`config.mk`:
```
export PLATFORM = sky130hd
export DESIGN_NAME = mem_port_arbiter
export DESIGN_NICKNAME = d
export VERILOG_FILES = /design/src/rtl/mem_arb_pkg.sv /design/src/rtl/mem_port_arbiter.sv
export SDC_FILE = /design/constraint.sdc
export NUM_CORES = 1
export LEC_CHECK = 0
export ABC_AREA = 0
export BUFFER_PORTS_ARGS = -buffer_cell sky130_fd_sc_hd__buf_2
export CAP_MARGIN = 20
export CORE_MARGIN = 10
export CORE_UTILIZATION = 49
export DETAILED_ROUTE_END_ITERATION = 7
export GPL_ROUTABILITY_DRIVEN = 0
export PLACE_DENSITY_LB_ADDON = 0.2
export SLEW_MARGIN = 0
export SYNTH_ARGS = -nofsm -noshare
export SYNTH_HDL_FRONTEND = slang
export SYNTH_SLANG_ARGS = --single-unit
```
`constraint.sdc`:
```
create_clock -name clock -period 2.4 [get_ports clock]
set_input_delay 0.12 -clock clock [delete_from_list [all_inputs] [get_ports clock]]
set_output_delay 0.12 -clock clock [all_outputs]
set_load 0.02 [all_outputs]
```
`src/rtl/mem_arb_pkg.sv`:
```
// Shared types and default sizing for the instruction/data memory port arbiter.
package mem_arb_pkg;

  localparam int ADDR_W_DEF     = 32;
  localparam int DATA_W_DEF     = 32;
  localparam int STARVE_MAX_DEF = 4;

  typedef enum logic [1:0] {
    IDLE  = 2'd0,
    SRV_I = 2'd1,
    SRV_D = 2'd2
  } arb_state_e;

endpackage

```
`src/rtl/mem_port_arbiter.sv`:
```
// Arbitrates a fetch port and a load/store port onto one single-ported memory,
// with data priority bounded by a starvation counter that eventually lets a fetch through.
module mem_port_arbiter
  import mem_arb_pkg::*;
#(
  parameter int ADDR_W     = ADDR_W_DEF,
  parameter int DATA_W     = DATA_W_DEF,
  parameter int STARVE_MAX = STARVE_MAX_DEF
) (
  input  logic              clock,
  input  logic              reset,
  input  logic              i_req,
  input  logic [ADDR_W-1:0] i_addr,
  output logic              i_rvalid,
  output logic [DATA_W-1:0] i_rdata,
  input  logic              d_req,
  input  logic              d_we,
  input  logic [ADDR_W-1:0] d_addr,
  input  logic [DATA_W-1:0] d_wdata,
  output logic              d_rvalid,
  output logic [DATA_W-1:0] d_rdata,
  output logic              mem_req,
  output logic              mem_we,
  output logic [ADDR_W-1:0] mem_addr,
  output logic [DATA_W-1:0] mem_wdata,
  input  logic              mem_ack,
  input  logic [DATA_W-1:0] mem_rdata,
  output logic              stall
);

  localparam int CNT_W = (STARVE_MAX > 0) ? $clog2(STARVE_MAX + 1) : 1;
  localparam logic [CNT_W-1:0] CNT_MAX = CNT_W'(STARVE_MAX);

  arb_state_e       r_state;
  logic [CNT_W-1:0] r_starve_cnt;

  logic w_i_elig;
  logic w_d_elig;
  logic w_grant_d;
  logic w_grant_i;

  function automatic logic [CNT_W-1:0] sat_inc(input logic [CNT_W-1:0] cnt);
    return (cnt == CNT_MAX) ? cnt : cnt + CNT_W'(1);
  endfunction

  // A request whose completion pulse is showing is already served; masking it
  // here keeps a still-held request from being granted a second time.
  assign w_i_elig  = i_req & ~i_rvalid;
  assign w_d_elig  = d_req & ~d_rvalid;
  assign w_grant_d = w_d_elig & (~w_i_elig | (r_starve_cnt != CNT_MAX));
  assign w_grant_i = w_i_elig & ~w_grant_d;
  assign stall     = w_i_elig | w_d_elig;

  always_ff @(posedge clock) begin
    if (reset) begin
      r_state      <= IDLE;
      r_starve_cnt <= '0;
      mem_req      <= 1'b0;
      mem_we       <= 1'b0;
      mem_addr     <= '0;
      mem_wdata    <= '0;
      i_rvalid     <= 1'b0;
      d_rvalid     <= 1'b0;
      i_rdata      <= '0;
      d_rdata      <= '0;
    end else begin
      i_rvalid <= 1'b0;
      d_rvalid <= 1'b0;
      case (r_state)
        IDLE: begin
          if (w_grant_d) begin
            r_state      <= SRV_D;
            mem_req      <= 1'b1;
            mem_we       <= d_we;
            mem_addr     <= d_addr;
            mem_wdata    <= d_wdata;
            r_starve_cnt <= w_i_elig ? sat_inc(r_starve_cnt) : '0;
          end else if (w_grant_i) begin
            r_state      <= SRV_I;
            mem_req      <= 1'b1;
            mem_we       <= 1'b0;
            mem_addr     <= i_addr;
            mem_wdata    <= '0;
            r_starve_cnt <= '0;
          end
        end
        SRV_I: begin
          if (mem_ack) begin
            r_state  <= IDLE;
            mem_req  <= 1'b0;
            i_rvalid <= 1'b1;
            i_rdata  <= mem_rdata;
          end
        end
        SRV_D: begin
          if (mem_ack) begin
            r_state  <= IDLE;
            mem_req  <= 1'b0;
            d_rvalid <= 1'b1;
            if (!mem_we) begin
              d_rdata <= mem_rdata;
            end
          end
        end
        default: begin
          r_state <= IDLE;
          mem_req <= 1'b0;
        end
      endcase
    end
  end

endmodule

```
==> impl_results.md <==
- Pins Over Slew Limit: 0
- Mapped Area: 0.00524 mm2
- Detailed Route WL: between 20 and 25 mm
- Synth unique cells: 27
- Worst Path Required: 2.86 ns
- Clock sink count: between 100 and 150
- Skew final: 0.00697 ns
- GR Util met3: 0.103
- Status: completed
- RSZ-0062 raised after global routing: no
- DP Wirelength: 13.2 mm
- Net count after synthesis: ~800
- Final nets: around 1200
- Chip width: about 120 um
- Design Power: ~6.3 mW
- Worst path bufs/invs: 3
- Sw power: between 1.5 and 2 mW
- Synth Warn #: 0
- Int Pwr: roughly 4.5 mW
- Die ar.: about 0.015 mm2
- CP cell instances: inv_1 -> ha_1 -> nand4b_1 -> and2_4 -> buf_12 -> a21oi_1 -> a211oi_1 -> dlygate4sd3_1
- Mean routed wirelength per cell: roughly 18 um
- Largest net degree at the start of global routing: 70
- Syn avg cell area: a little under 8 um2
- Site Rows: 37
- Vias per inst: approximately 5.4
- GR Util met1: 0.288
- Setup CP Type: reg2reg
- Area delta synth->final: 62.7%
- CP max-delay cell: dlygate4sd3_1
- Post-route DRC: 0
- Worst hold path class: in2reg
- Max cap viols: 0
- Buffers on Ports: around 270
- Max incr delay on CP: 0.60 ns
- Leak: just under 4 nW
- Fmax: roughly 440 MHz
- Grt ovf: 0
- Vias in the first global route: 6495
- Startpoint class of the critical path: register
- Met2 Usage GRT: 0.477
- Final Hold Viols: 0
- Combinational power share: 0.213
- All-Layer GR Usage: 0.276
- Core area: 0.0104 mm2
- Starting Density: 0.506
- Seq/Total Area, Yosys: 0.523
- Minimum clock period: 2.27 ns
- CP Capture Type: register
- Clk slew on worst S/H paths: around 0.06 ns
- Share of total power in the clock network: 0.388
- Endpoints failing setup: 0
- 1st-iter DRT viols: 742
- Initial antenna violation count: 1
- Worst-Skew Late Latency: 0.52 ns
- Detailed Routing Iterations Pass 1: 7
- Final worst path period share: 0.948
- Synthesized flop and latch total: around 140
- Crit-path max FO: 29
- Routed vias: between 6000 and 7000
- Slew HR: 0.511
- Sequential power share: 0.399
- CTS tree: done
- Final TNS setup: 0 ns
- Peak VDD IR: between 500 and 600 uV
- H-tree depth: 4
- CP arrival: roughly 2.7 ns
- CTS root buffer: clkbuf_8
- First-pass GRT wire length: between 30 and 40 mm
- I/O pin count: 267
- Die height: around 120 um
- Most Crowded Layer GR: met2
- Sw Ratio: 0.290
- Post-DRT Antenna Nets: 0
- Fraction of layout cells with a size suffix above 1: 0.310
- PwrDens: between 700 and 800 mW/mm2
- Top delay family on crit path: buffers and inverters
- Buffer depth of the longest clock path: 2
- Gate Count Post-Synth: 660
- Total CTS buffers: 17
- Slew @ Worst Pin: around 0.73 ns
[per-stage QoR]
| stage | worst slack, ns | instance area [um2] | hold slack (ns) | std cells | util |
|---|---|---|---|---|---|
| 2_1_floorplan | 0.863 | 5240 | 0.256 | 660 | - |
| 3_3_place_gp | 0.714 | 6640 | 0.367 | 1017 | 0.640 |
| 3_5_place_dp | 0.600 | 6640 | 0.374 | 1017 | 0.640 |
| 4_1_cts | 0.0696 | 8480 | 0.0000182 | 1176 | 0.818 |
| 5_1_grt | 0.0128 | 8530 | 0.00301 | 1179 | 0.823 |
| 6_report | 0.126 | 8530 | 0.0237 | 1179 | 0.823 |
[synthesized netlist by cell type, drive strengths merged]
cell type    n  area (um2)
nor2b        3        18.8
ha           5        62.6
nor3         2        10.0
nand3       35         175
o21ai        2        13.8
inv          4        15.0
clkbuf      31         116
o22ai        1        6.26
and2         2        12.5
nand2b       4        25.0
buf         24         133
nand2      199         747
a31oi        2        12.5
a41oi        1        8.76
nand4        2        12.5
a211oi      32         290
a21oi      134         671
and2b        1        8.76
a21boi       1        11.3
or2          1        6.26
nor2        36         135
nand4b       1        8.76
dfxtp      137        2740
[registers in the layout (all words and copies together), names as in the netlist]
register	flops
d_rdata	32
d_rvalid	1
i_rdata	32
i_rvalid	1
mem_addr	32
mem_req	1
mem_wdata	32
mem_we	1
r_starve_cnt	3
r_state	2
[routing by layer]
layer / wire, um / vias to the layer above
met3: 2370 / 89
met2: 10900 / 402
met5: 0 / -
li1: - / 2944
met1: 7480 / 2929
met4: 1010 / 0
[final timing paths]
kind | depth (start not counted) | from | to | slack (ns)
worst min register to register | 2 | i_rdata[25] | i_rdata[25] | 0.45
worst max-delay path | 8 | r_starve_cnt[0] | mem_addr[29] | 0.13
worst min-delay path | 3 | d_addr[18] | mem_addr[18] | 0.02
worst max register to register | 8 | r_starve_cnt[0] | mem_addr[29] | 0.13
[cell type report]
type                    instances  area, um2
well taps                     136        170
multi-input cells             464       2270
flip-flops and latches        137       2740
repair buffers                407       2790
clock inverters                11        126
inverters                       4       15.0
fillers                       613       1840
clock buffers                  19        422
diodes                          1       2.50
[repair_timing]
item / in CTS / in global routing
gates resized for setup: 0 / 8
buffers inserted: 0 / 2
endpoints found under the setup margin: 0 / 30
endpoints found under the hold margin: 131 / 0
hold buffers: 129 / 0
[power by group through the flow]
stage / Sequential (mW) / Clock, mW / Combinational (mW)
finish: 2.51 / 2.44 / 1.34
global route: 2.53 / 2.56 / 1.44
floorplan: 2.73 / 0 / 0.475
global placement: 2.55 / 0 / 1.02
detailed placement: 2.55 / 0 / 1.05
CTS: 2.51 / 2.46 / 1.27
[worst register-to-register path, stage by stage (launching register included)]
cell and delay (ns):
dfxtp_1 0.36, inv_1 0.08, ha_1 0.23, nand4b_1 0.12, and2_4 0.23, buf_12 0.19, a21oi_1 0.12, a211oi_1 0.29
dlygate4sd3_1 0.60
[placed cells by master (no fill, tap or decap), types with 3 or more instances in the layout]
master / instances
nand2b_1: 4
dfxtp_1: 137
a211oi_2: 10
clkinvlp_4: 4
buf_4: 7
nor2_1: 35
nand2_1: 199
nor2b_1: 3
ha_1: 4
dlygate4sd3_1: 129
a21oi_1: 134
nand3_1: 35
inv_1: 4
a211oi_1: 22
clkbuf_16: 16
buf_12: 5
buf_2: 265
[logic make-up (layout without fill, tap and decap cells)]
logic type      after synthesis  in the layout  synth area share
other cells                   0              1                 0
fa+ha+maj                     5              5            0.0119
simple gates                286            286             0.221
compound gates              173            173             0.193
flops                       137            137             0.523
buf+inv                      59            441            0.0504
(Power assumes the default switching activity.)
